[src/rtl/alarm_sequencer.sv]
// rtl/alarm_sequencer.sv - alarm match detection, ring/snooze sequencing and gated buzzer tone
module alarm_sequencer #(
  parameter int RING_SECONDS   = 60,
  parameter int SNOOZE_SECONDS = 300,
  parameter int MAX_SNOOZE     = 3,
  parameter int TONE_DIV       = 50_000
) (
  input  logic       clk_100MHz,
  input  logic       reset_n,
  input  logic       tick_1hz,
  input  logic       alarm_en,
  input  logic [3:0] hr_10s,
  input  logic [3:0] hr_1s,
  input  logic [3:0] min_10s,
  input  logic [3:0] min_1s,
  input  logic [3:0] hr_10sa,
  input  logic [3:0] hr_1sa,
  input  logic [3:0] min_10sa,
  input  logic [3:0] min_1sa,
  input  logic       snooze_btn,
  input  logic       stop_btn,
  output logic       buzzer,
  output logic       ringing,
  output logic       snoozing,
  output logic [1:0] snooze_cnt,
  output logic [2:0] state
);

  localparam int RW = (RING_SECONDS   > 1) ? $clog2(RING_SECONDS)   : 1;
  localparam int SW = (SNOOZE_SECONDS > 1) ? $clog2(SNOOZE_SECONDS) : 1;
  localparam int TW = (TONE_DIV       > 1) ? $clog2(TONE_DIV)       : 1;

  localparam logic [RW-1:0] RING_LAST   = RW'(RING_SECONDS - 1);
  localparam logic [SW-1:0] SNOOZE_LAST = SW'(SNOOZE_SECONDS - 1);
  localparam logic [TW-1:0] TONE_LAST   = TW'(TONE_DIV - 1);
  localparam logic [1:0]    MAX_CNT     = 2'(MAX_SNOOZE);

  typedef enum logic [2:0] {
    S_IDLE    = 3'd0,
    S_ARMED   = 3'd1,
    S_RINGING = 3'd2,
    S_SNOOZE  = 3'd3,
    S_DONE    = 3'd4
  } state_t;

  state_t        st_q, st_d;
  logic [RW-1:0] ring_sec_q, ring_sec_d;
  logic [SW-1:0] snz_sec_q, snz_sec_d;
  logic [TW-1:0] tone_ctr_q, tone_ctr_d;
  logic          tone_q, tone_d;
  logic          beep_q, beep_d;
  logic [1:0]    snooze_cnt_q, snooze_cnt_d;
  logic          match, match_q, trigger, enter_ring, buzzer_d;

  assign match   = ({hr_10s, hr_1s, min_10s, min_1s} == {hr_10sa, hr_1sa, min_10sa, min_1sa});
  assign trigger = match & ~match_q;

  always_ff @(posedge clk_100MHz or negedge reset_n) begin
    if (!reset_n) begin
      st_q         <= S_IDLE;
      ring_sec_q   <= '0;
      snz_sec_q    <= '0;
      tone_ctr_q   <= '0;
      tone_q       <= 1'b0;
      beep_q       <= 1'b0;
      snooze_cnt_q <= 2'd0;
      match_q      <= 1'b0;
      buzzer       <= 1'b0;
      ringing      <= 1'b0;
      snoozing     <= 1'b0;
    end else begin
      st_q         <= st_d;
      ring_sec_q   <= ring_sec_d;
      snz_sec_q    <= snz_sec_d;
      tone_ctr_q   <= tone_ctr_d;
      tone_q       <= tone_d;
      beep_q       <= beep_d;
      snooze_cnt_q <= snooze_cnt_d;
      match_q      <= match;
      buzzer       <= buzzer_d;
      ringing      <= (st_d == S_RINGING);
      snoozing     <= (st_d == S_SNOOZE);
    end
  end

  always_comb begin
    st_d         = st_q;
    ring_sec_d   = ring_sec_q;
    snz_sec_d    = snz_sec_q;
    tone_ctr_d   = tone_ctr_q;
    tone_d       = tone_q;
    beep_d       = beep_q;
    snooze_cnt_d = snooze_cnt_q;
    enter_ring   = 1'b0;

    if (st_q == S_RINGING) begin
      if (tone_ctr_q == TONE_LAST) begin
        tone_ctr_d = '0;
        tone_d     = ~tone_q;
      end else begin
        tone_ctr_d = tone_ctr_q + TW'(1);
      end
    end

    if (!alarm_en) begin
      st_d         = S_IDLE;
      ring_sec_d   = '0;
      snz_sec_d    = '0;
      tone_ctr_d   = '0;
      tone_d       = 1'b0;
      beep_d       = 1'b0;
      snooze_cnt_d = 2'd0;
    end else begin
      case (st_q)
        S_IDLE: st_d = S_ARMED;
        S_ARMED: begin
          if (trigger) begin
            st_d         = S_RINGING;
            enter_ring   = 1'b1;
            snooze_cnt_d = 2'd0;
          end
        end
        S_RINGING: begin
          // Buttons outrank the tick; an exhausted snooze falls through to tick handling.
          if (stop_btn) begin
            st_d = S_DONE;
          end else if (snooze_btn && (snooze_cnt_q < MAX_CNT)) begin
            st_d         = S_SNOOZE;
            snooze_cnt_d = snooze_cnt_q + 2'd1;
            snz_sec_d    = '0;
          end else if (tick_1hz) begin
            if (ring_sec_q == RING_LAST) begin
              st_d = S_DONE;
            end else begin
              ring_sec_d = ring_sec_q + RW'(1);
              beep_d     = ~beep_q;
            end
          end
        end
        S_SNOOZE: begin
          if (stop_btn) begin
            st_d = S_DONE;
          end else if (tick_1hz) begin
            if (snz_sec_q == SNOOZE_LAST) begin
              st_d       = S_RINGING;
              enter_ring = 1'b1;
            end else begin
              snz_sec_d = snz_sec_q + SW'(1);
            end
          end
        end
        S_DONE: begin
          // Wait out the matching minute so a stopped alarm cannot re-ring it.
          snooze_cnt_d = 2'd0;
          if (!match) st_d = S_ARMED;
        end
        default: st_d = S_IDLE;
      endcase
    end

    if (enter_ring) begin
      ring_sec_d = '0;
      tone_ctr_d = '0;
      tone_d     = 1'b0;
      beep_d     = 1'b1;
    end

    buzzer_d = tone_q & beep_q & (st_q == S_RINGING) & (st_d == S_RINGING);
  end

  assign snooze_cnt = snooze_cnt_q;
  assign state      = st_q;

endmodule

[config.mk]
export PLATFORM = sky130hd
export DESIGN_NAME = alarm_sequencer
export DESIGN_NICKNAME = d
export VERILOG_FILES = /design/src/rtl/alarm_sequencer.sv
export SDC_FILE = /design/constraint.sdc
export NUM_CORES = 1
export LEC_CHECK = 0
export BUFFER_PORTS_ARGS = -buffer_cell sky130_fd_sc_hd__buf_2
export CAP_MARGIN = 0
export CORE_MARGIN = 3
export CORE_UTILIZATION = 35
export CTS_BUF_LIST = sky130_fd_sc_hd__clkbuf_4 sky130_fd_sc_hd__clkbuf_8
export CTS_CLUSTER_DIAMETER = 100
export DETAILED_ROUTE_END_ITERATION = 8
export GPL_TIMING_DRIVEN = 1
export PLACE_DENSITY_LB_ADDON = 0.12
export SKIP_CTS_REPAIR_TIMING = 1
export SLEW_MARGIN = 20
export SYNTH_ARGS = -nofsm -noshare
export SYNTH_HDL_FRONTEND = slang
export SYNTH_SLANG_ARGS = --single-unit
[constraint.sdc]
create_clock -name clk_100MHz -period 2.4 [get_ports clk_100MHz]
set_input_delay 0 -clock clk_100MHz [delete_from_list [all_inputs] [get_ports clk_100MHz]]
set_output_delay 0 -clock clk_100MHz [all_outputs]
set_load 0.005 [all_outputs]
==> impl_metrics.yaml, run 1 <==
worst_setup_path:
  path_cells: "or4b_4 -> o41a_1 -> a21oi_2 -> a21oi_2 -> or4_1 -> a21oi_2"
  crit_buf_inv: 0
  critPathLaunchType: "flip-flop"
  reg2reg_depth: 6
  critPathMaxFanout: 8
  slowest_delay_ns: 0.57
  rr_startpoint: "snz_sec_q[2]"
  r2r_end: "tone_ctr_q[10]"
  endpoint_kind: "flip-flop"
  arrival_ns: 2.58
  critPathSlowestCell: "or4b_4"
  cpMostUsedCell: "a21oi_2"
  crit_family: "simple AND/OR/NAND/NOR gates"
  cp.required_ns: 2.63
  r2r_setup_slack_ns: 0.05
  critPathKind: "reg -> reg"
status:
  status: "finished, final reports clean"
floorplanning:
  row_count: 29
  initial_utilization_pct: 37.2
  io_pins: 46
  core_region_area_um2: 6530
  dieArea_um2: 7980
  die_h_um: 89.3
  die_x_um: 89.3
grt:
  grt.total_usage_pct: 16.0
  grt_pass1_wl_um: 10100
  grt_max_degree: 43
  antenna_found_initial: 0
  grt_pass1_vias: 2144
  grt-ovfl-total: 0
detailed_routing:
  postRouteAntennaNets: 0
  first_iter_violations: 85
  post_drt_via_cell_ratio: 5.38
  drtPass1Iterations: 4
  wire_per_inst_um: 14.3
  vias: 2204
  routed_wl_um: 5870
  drc: 0
placed_design:
  routabilityCongestion: 0.748
  place_ws_ns: -0.0375
  dp_hpwl_um: 4250
  io_buffers: 45
  placed_area_um2: 2810
sta:
  fmax_mhz: 426
  fin_skew_ns: 0.0119
  rsz0062_at_grt: "yes"
  fin_setup_tns_ns: 0
  max_slew.worst_pin.slew_ns: 0.554
  final_max_slew_viol_count: 0
  setup_viol: 0
  post-route-period-util_pct: 97.8
  fin_ws_ns: 0.0523
  slew_headroom_pct: 62.8
  hold_viol: 0
  post-route-min-period_ns: 2.35
  hold_slack_ns: 0.00746
pwr:
  seqPwrFrac_pct: 51.3
  power.share.clock_pct: 40.9
  p_sw_w: 0.000320
  cellInternalPower_w: 0.00106
  ir_drop_mv: 0.199
  total_power_w: 0.00138
  power_density_nw_per_um2: 465
  comb_power_share_pct: 7.8
  switching_share_pct: 23.1
  leakagePower_nw: 1.34
final_layout:
  drive_gt1_share_pct: 24.6
  n_antenna_cell: 0
  n_fill_cell: 656
  fin_nets: 374
  area_growth_pct: 22.5
  area.sequential_um2: 1050
  multi_input_area_um2: 1340
  final_cell_area_um2: 2980
clock_network:
  cts_tree: "done"
  numCtsBuffers: 5
  clock_latency_ns: 0.30
  cts_root_buf: "clkbuf_8"
  cts.sinks: 42
  htreeDepth: 2
  clk_pin_slew_ns: 0.09
  cts_buffer_depth: 2
synth:
  ys_warn_count: 0
  netlist_instances: 271
  synth-seq-area-share_pct: 43.3
  synth_cell_types: 48
  synth_ff_type: "dfrtp_1"
  synth_fp_nets: 313
  synth-edff-count: 0
  ys_ff_latch: 42
  synthArstFlopShare_pct: 100
  netlist_area_um2: 2430
  avgSynthCellArea_um2: 8.97
hold_path:
  whs_endpoint: "state[0]"
  hp-class: "in -> reg"
  min_from: "alarm_en"
  min_path_cells: 3
flow_run:
  drv_cap: 0
[layout by cell type (no fill, tap or decap), types with 2 or more instances in the layout]
master,count
a211oi_1,2
a21oi_1,11
a21oi_2,4
a31oi_1,4
a41oi_1,2
and3_1,6
buf_2,44
buf_4,16
clkbuf_8,5
clkinv_2,2
dfrtp_1,42
ha_1,4
inv_1,7
mux2i_1,2
nand2_1,19
nand2b_1,2
nand3_1,9
nand4_1,9
nor2_1,38
nor2b_1,2
nor3_1,4
nor4_1,5
o21ai_0,26
o31ai_1,3
or2_2,4
or3_1,9
or4_1,3
xnor2_1,4
xor2_1,23
[sequential cells by signal, summed over array words and instances (netlist names)]
name / count
match_q: 1
snz_sec_q: 9
buzzer: 1
tone_ctr_q: 16
tone_q: 1
ringing: 1
state: 3
snooze_cnt: 2
ring_sec_q: 6
snoozing: 1
beep_q: 1
[power groups by stage]
stage               Clock [W]  Combinational (W)  Sequential, W
floorplan                   0          0.0000396       0.000723
global route         0.000616           0.000121       0.000709
CTS                  0.000584           0.000105       0.000709
finish               0.000566           0.000108       0.000709
detailed placement          0           0.000105       0.000723
global placement            0           0.000104       0.000723
[area by class of cell]
type	instances	share of cell area (%)
clock inverters	3	1.35
well taps	77	3.24
clock buffers	5	2.31
repair buffers	61	11.8
inverters	7	0.883
multi-input cells	215	45.1
flip-flops and latches	42	35.3
[kinds of logic after synthesis]
kind of cell,share of synthesized area (%)
buf+inv,2.37
flops,43.3
compound gates,16.0
xor+xnor,9.73
simple gates,25.7
fa+ha+maj,2.06
mux,0.824
[metrics by stage]
stage | cells | utilization, %
floorplan | 271 | -
global placement | 398 | 43.0
detailed placement | 398 | 43.0
CTS | 406 | 44.7
global route | 410 | 45.6
finish | 410 | 45.6
[worst register-to-register path, delay by kind of cell, from the launching register on]
family / cells / cell delay (ns)
flip-flops: 1 / 0.41
AND/OR/NAND/NOR: 2 / 1.07
AO/OA/AOI/OAI: 4 / 0.81
[cells in the mapped netlist, drive strengths merged, types with 5 or more instances]
library cell / instances / area (um2)
or3: 9 / 56.3
a21oi: 15 / 82.6
o21ai: 26 / 130
and3: 6 / 37.5
xor2: 23 / 201
nor4: 5 / 31.3
nor2: 38 / 143
inv: 7 / 26.3
dfrtp: 42 / 1050
nand4: 9 / 56.3
nand3: 9 / 45.0
nand2: 19 / 71.3
[how the worst max path moves through the flow]
| stage | startpoint | endpoint | depth (start not counted) |
|---|---|---|---|
| floorplan | snz_sec_q[2] | tone_ctr_q[12] | 6 |
| global placement | snz_sec_q[2] | tone_ctr_q[12] | 6 |
| CTS | snz_sec_q[2] | tone_ctr_q[12] | 6 |
| detailed placement | snz_sec_q[2] | tone_ctr_q[10] | 6 |
| global route | snz_sec_q[2] | tone_ctr_q[10] | 6 |
| finish | snz_sec_q[2] | tone_ctr_q[10] | 6 |
[layer usage]
| metal | track usage (%) | share of wire, % | up-vias |
|---|---|---|---|
| met5 | 0 | 0 | - |
| met4 | 4.06 | 1.1 | 0 |
| met3 | 3.87 | 5.1 | 7 |
| met2 | 25.6 | 45 | 60 |
| met1 | 21.9 | 49 | 1034 |
| li1 | - | - | 1103 |
No activity file was read; power rests on OpenSTA's default activity.
==> run 2: changes to the inputs <==
BUFFER_PORTS_ARGS = default   (was -buffer_cell sky130_fd_sc_hd__buf_2)
DONT_BUFFER_PORTS = 1   (was default)
GPL_ROUTABILITY_DRIVEN = 1   (was default)
==> run 2 against run 1 <==
Against the previous run: the flow now finishes with violations (negative hold slack); register-to-register slack better by 0.02 ns; sequential share of layout area grew 1.7 points; core utilization down 2.1 points; critical endpoint unchanged; non-clock buffer count down 39; clock power is 1% lower; die area did not move; sequential power is essentially flat; combinational power down 26%; setup slack better by 0.016 ns; design area shrank 4.6%.
==> impl_metrics.yaml, run 2 (synthesized netlist as in run 1, its figures left out) <==
hold_path:
  min_from: "stop_btn"
  whs_endpoint: "state[2]"
  min_path_cells: 4
  hp-class: "in -> reg"
worst_setup_path:
  crit_buf_inv: 0
  endpoint_kind: "flip-flop"
  crit_family: "simple AND/OR/NAND/NOR gates"
  cpMostUsedCell: "a21oi_2"
  r2r_setup_slack_ns: 0.07
  rr_startpoint: "snz_sec_q[2]"
  critPathSlowestCell: "or4b_4"
  critPathKind: "reg -> reg"
  r2r_end: "tone_ctr_q[10]"
  slowest_delay_ns: 0.57
  path_cells: "or4b_4 -> o41a_1 -> a21oi_2 -> a21oi_2 -> or4_1 -> a21oi_1"
  cp.required_ns: 2.62
  critPathMaxFanout: 8
  critPathLaunchType: "flip-flop"
  reg2reg_depth: 6
  arrival_ns: 2.55
detailed_routing:
  first_iter_violations: 88
  postRouteAntennaNets: 0
  drtPass1Iterations: 6
  post_drt_via_cell_ratio: 5.55
  drc: 0
  routed_wl_um: 5740
  vias: 2059
  wire_per_inst_um: 15.5
grt:
  grt.total_usage_pct: 15.5
  antenna_found_initial: 0
  grt_max_degree: 43
  grt-ovfl-total: 0
  grt_pass1_vias: 2040
  grt_pass1_wl_um: 9740
sta:
  post-route-period-util_pct: 97.2
  rsz0062_at_grt: "yes"
  post-route-min-period_ns: 2.33
  hold_slack_ns: -0.0199
  slew_headroom_pct: 61.5
  setup_viol: 0
  final_max_slew_viol_count: 0
  hold_viol: 1
  fin_skew_ns: 0.00899
  max_slew.worst_pin.slew_ns: 0.574
  fmax_mhz: 429
final_layout:
  fin_util_pct: 43.5
  fin_nets: 335
  regMostFlops: "tone_ctr_q"
  multi_input_area_um2: 1350
  layout_common_cells: "42 x dfrtp_1, 38 x nor2_1, 26 x o21ai_0"
  final_common_cell: "dfrtp_1"
  area.sequential_um2: 1050
  fin_cells: 371
  n_antenna_cell: 0
  n_fill_cell: 656
  largest_reg_flops: 16
  top_regs: "tone_ctr_q: 16 flops, snz_sec_q: 9 flops, ring_sec_q: 6 flops"
  drive_gt1_share_pct: 14.3
  area_growth_pct: 16.8
pwr:
  total_power_w: 0.00135
  cellInternalPower_w: 0.00105
  seqPwrFrac_pct: 52.6
  switching_share_pct: 22.1
  power.share.clock_pct: 41.5
  power_density_nw_per_um2: 475
  ir_drop_mv: 0.188
  comb_power_share_pct: 5.9
  p_sw_w: 0.000298
  leakagePower_nw: 1.21
floorplanning:
  initial_utilization_pct: 37.2
  die_x_um: 89.3
  dieArea_um2: 7980
  die_h_um: 89.3
  row_count: 29
  core_region_area_um2: 6530
  io_pins: 46
clock_network:
  cts.sinks: 42
  clock_latency_ns: 0.30
  cts_buffer_depth: 2
  cts_root_buf: "clkbuf_8"
  clk_pin_slew_ns: 0.09
  htreeDepth: 2
  numCtsBuffers: 5
  cts_tree: "done"
placed_design:
  routabilityCongestion: 0.739
  io_buffers: 0
  dp_hpwl_um: 4130
  place_inst: 357
status:
  status: "complete, but fails checks"
  violations: "negative hold slack"
flow_run:
  drv_cap: 0
-- run 2: cell types whose count changed in the layout (fill, tap and decap cells not counted) --
cell / delta
buf_2: -44
buf_4: +2
buf_12: +1
buf_16: +1
dlygate4sd3_1: +1
o41ai_2: -1
o41ai_4: +1
-- run 2: metrics by stage --
step / setup slack (ns) / setup TNS (ns) / cell area [um2] / hold WS [ns]
after global routing: -0.0309 / -0.0453 / 2840 / 0.00895
after global placement: 0.0777 / 0 / 2630 / -0.295
final: 0.0679 / 0 / 2840 / -0.0199
after detailed placement: 0.0427 / 0 / 2630 / -0.294
after CTS: 0.00265 / 0 / 2740 / -0.624
after floorplan: 0.0963 / 0 / 2430 / -0.296
-- run 2: worst max-delay path by stage --
stage	depth (start not counted)	slack, ns	to	start
2_1_floorplan	6	0.1	tone_ctr_q[12]	snz_sec_q[2]
3_3_place_gp	6	0.08	tone_ctr_q[12]	snz_sec_q[2]
3_5_place_dp	6	0.04	tone_ctr_q[12]	snz_sec_q[2]
4_1_cts	7	0.003	tone_ctr_q[9]	snz_sec_q[2]
5_1_grt	6	-0.03	tone_ctr_q[10]	snz_sec_q[2]
6_report	6	0.07	tone_ctr_q[10]	snz_sec_q[2]
-- run 2: final cells by class --
class                           instances  share of cell area (%)
Multi-Input combinational cell        215                    47.7
Tap cell                               77                    3.39
Sequential cell                        42                    37.0
Inverter                                7                   0.926
Clock inverter                          3                    1.41
Clock buffer                            5                    2.42
Timing Repair Buffer                   22                    7.14
-- run 2: per-layer routing --
metal | global-route usage [%] | vias up | routed length, um
li1 | - | 1019 | -
met1 | 20.7 | 982 | 2880
met2 | 25.1 | 53 | 2530
met3 | 3.59 | 5 | 252
met4 | 4.60 | 0 | 78
met5 | 0 | - | 0
-- run 2: worst min-delay path, delay by kind of cell --
| kind | cells | cell delay [ns] |
|---|---|---|
| and+or+nand+nor | 2 | 0.16 |
| AOI/OAI and AO/OA | 2 | 0.08 |
-- run 2: power by group through the flow --
stage	clock network (W)	logic [W]	registers, W
after floorplan	0	0.0000396	0.000723
after global placement	0	0.0000543	0.000724
after detailed placement	0	0.0000549	0.000723
after CTS	0.000583	0.0000550	0.000709
after global routing	0.000613	0.0000910	0.000710
final	0.000559	0.0000798	0.000709
==> run 3: changes to the inputs <==
ABC_AREA = 1   (was default)
==> run 3 against run 2 <==
Against the previous run: highest routed layer unchanged; the flow now finishes without violations; count of clock-buffer cells in the layout grew 1; flip-flop and latch count is the same; non-clock buffer count shrank 16; global-route usage shrank 1.8 points; largest cell class unchanged; die area grew 18%; wire length grew 15%; total power grew 0.20%; final cell count grew 42%; critical path depth grew 4; area after synthesis grew 19%.
==> impl_metrics.yaml, run 3 <==
sta:
  post-route-min-period_ns: 1.98
  post-route-period-util_pct: 82.4
  rsz0062_at_grt: "no"
  fmax_mhz: 506
  fin_setup_tns_ns: 0
  setup_viol: 0
  final_max_slew_viol_count: 0
  hold_viol: 0
  hold_slack_ns: 0.0110
  max_slew.worst_pin.slew_ns: 0.556
  fin_skew_ns: 0.00769
  slew_headroom_pct: 62.7
synth:
  synth_most_common_cell: "nand2_1"
  muxShareOfSynthArea_pct: 0
  synth_area_leaders: "dfrtp_1 36%, nand2_1 12%, inv_1 7.4%"
  synth_common_cells: "95 x nand2_1, 57 x inv_1, 57 x nor2_1, 42 x dfrtp_1, 39 x nand3_1"
  synth_top_family_by_area: "simple AND/OR/NAND/NOR gates"
  netlist_area_um2: 2890
  synth_ff_type: "dfrtp_1"
  synthArstFlopShare_pct: 100
  ys_warn_count: 0
  yosys.area_share.simple_pct: 37.3
  synth-xor-area-share_pct: 6.37
  synth-seq-area-share_pct: 36.4
  netlist_instances: 416
  synth-edff-count: 0
  ys_ff_latch: 42
  synth_cell_types: 37
  avgSynthCellArea_um2: 6.94
  yosysTopAreaCellShare_pct: 36.4
  yosys.area_share.adder_pct: 1.73
  synth_fp_nets: 458
  synth_compound_area_share_pct: 8.19
  yosysTopAreaCell: "dfrtp_1"
placed_design:
  routabilityCongestion: 0.806
  dp_hpwl_um: 4840
  placed_area_um2: 2990
  io_buffers: 0
floorplanning:
  row_count: 32
  io_pins: 46
  die_h_um: 96.9
  core_region_area_um2: 7890
  initial_utilization_pct: 36.6
  die_x_um: 96.9
  dieArea_um2: 9380
final_layout:
  regMostFlops: "tone_ctr_q"
  top_regs: "tone_ctr_q: 16 flops, snz_sec_q: 9 flops, ring_sec_q: 6 flops"
  final_common_cell: "nand2_1"
  largest_reg_flops: 16
  fin_nets: 465
  n_antenna_cell: 0
  layout_common_cells: "95 x nand2_1, 57 x inv_1, 57 x nor2_1"
  final_cell_area_um2: 3140
  n_fill_cell: 835
  multi_input_area_um2: 1550
  drive_gt1_share_pct: 7.78
  area.sequential_um2: 1050
  area_growth_pct: 8.62
pwr:
  cellInternalPower_w: 0.000994
  power.share.clock_pct: 36.4
  switching_share_pct: 26.4
  ir_drop_mv: 0.233
  p_sw_w: 0.000356
  comb_power_share_pct: 9.4
  power_density_nw_per_um2: 430
  seqPwrFrac_pct: 54.2
  leakagePower_nw: 1.51
worst_setup_path:
  critPathSlowestCell: "dfrtp_1"
  worstSetupEndpoint: "tone_ctr_q[7]"
  r2r_end: "tone_ctr_q[7]"
  endpoint_kind: "flip-flop"
  crit_buf_inv: 1
  critPathMaxFanout: 21
  crit_start: "snz_sec_q[0]"
  cp.required_ns: 2.62
  path_cells: "ha_1 -> nand2_1 -> nor3_2 -> nand4_1 -> nor2_1 -> nand2_2 -> nand3_4 -> buf_4 -> nand3_1 -> o21ai_1"
  arrival_ns: 2.20
  crit_family: "simple AND/OR/NAND/NOR gates"
  critPathLaunchType: "flip-flop"
  rr_startpoint: "snz_sec_q[0]"
  critPathKind: "reg -> reg"
  reg2reg_depth: 10
  r2r_setup_slack_ns: 0.42
  slowest_delay_ns: 0.40
  crit_cells: 10
detailed_routing:
  routed_wl_um: 6580
  first_iter_violations: 88
  vias: 2549
  postRouteAntennaNets: 0
  wire_per_inst_um: 12.5
  drtPass1Iterations: 5
  drc: 0
  post_drt_via_cell_ratio: 4.85
clock_network:
  cts_root_buf: "clkbuf_8"
  clk_pin_slew_ns: 0.08
  cts_tree: "done"
  numCtsBuffers: 5
  htreeDepth: 2
  cts.sinks: 42
  clock_latency_ns: 0.29
  cts_buffer_depth: 2
grt:
  grt-ovfl-total: 0
  antenna_found_initial: 0
  grt.total_usage_pct: 13.8
  grt_max_degree: 43
  grt_pass1_wl_um: 10800
  grt_pass1_vias: 2260
flow_run:
  drv_cap: 0
status:
  status: "finished, final reports clean"
hold_path:
  hp-class: "in -> reg"
  min_path_cells: 3
## run 3: changes by cell type after synthesis, moves of 5 or more
cell and delta:
a21oi_1 -8, inv_1 +50, inv_2 +6, nand2_1 +76
nand2_2 +5, nand3_1 +30, nor2_1 +19, nor3_1 +13
nor4_1 -5, o21ai_0 -16, o21ai_1 +17, or3_1 -9
xor2_1 -5
## run 3: worst min path at each step
stage	slack, ns	end	from
2_1_floorplan	-0.30	beep_q	reset_n
4_1_cts	-0.62	state[0]	reset_n
3_3_place_gp	-0.29	state[0]	reset_n
3_5_place_dp	-0.29	state[0]	reset_n
6_report	0.01	snz_sec_q[6]	alarm_en
5_1_grt	0.02	snz_sec_q[3]	alarm_en
## run 3: area by class of cell
cell class	instances	area share, %
timing repair buffer	6	2.31
clock inverter	2	0.399
sequential	42	33.5
multi-input combinational	303	49.3
tap	102	4.07
inverter	65	7.78
clock buffer	6	2.63
## run 3: power by group through the flow
stage | clock network, W | logic (W) | registers, W
6_report | 0.000492 | 0.000127 | 0.000732
5_1_grt | 0.000540 | 0.000148 | 0.000734
4_1_cts | 0.000516 | 0.000101 | 0.000732
3_5_place_dp | 0 | 0.000101 | 0.000746
3_3_place_gp | 0 | 0.0000984 | 0.000746
2_1_floorplan | 0 | 0.0000912 | 0.000742
## run 3: tightest hold or removal path, stage by stage
cell     delay (ns)
nand2_2        0.13
nand2_1        0.10
nand2_1        0.05
## run 3: logic make-up after synthesis
family          after synthesis
flops                        42
compound gates               42
simple gates                236
fa+ha+maj                     4
buf+inv                      71
xor+xnor                     21
## run 3: routing by layer
metal  part of all wire (%)  vias to the layer above  wire length (um)  GRT usage [%]
li1                       -                     1340                 -              -
met1                     50                     1143              3280           18.8
met2                     44                       57              2910           21.3
met3                    4.6                        9               305           3.82
met4                    1.3                        0                86           4.00
met5                      0                        -                 0              0
## run 3: through the flow
stage	power [W]	util (%)	setup slack [ns]	cells
2_1_floorplan	0.000833	-	0.764	416
3_3_place_gp	0.000845	37.8	0.511	514
3_5_place_dp	0.000847	37.8	0.432	514
4_1_cts	0.00135	39.1	0.409	522
5_1_grt	0.00142	39.8	0.172	526
6_report	0.00135	39.8	0.423	526
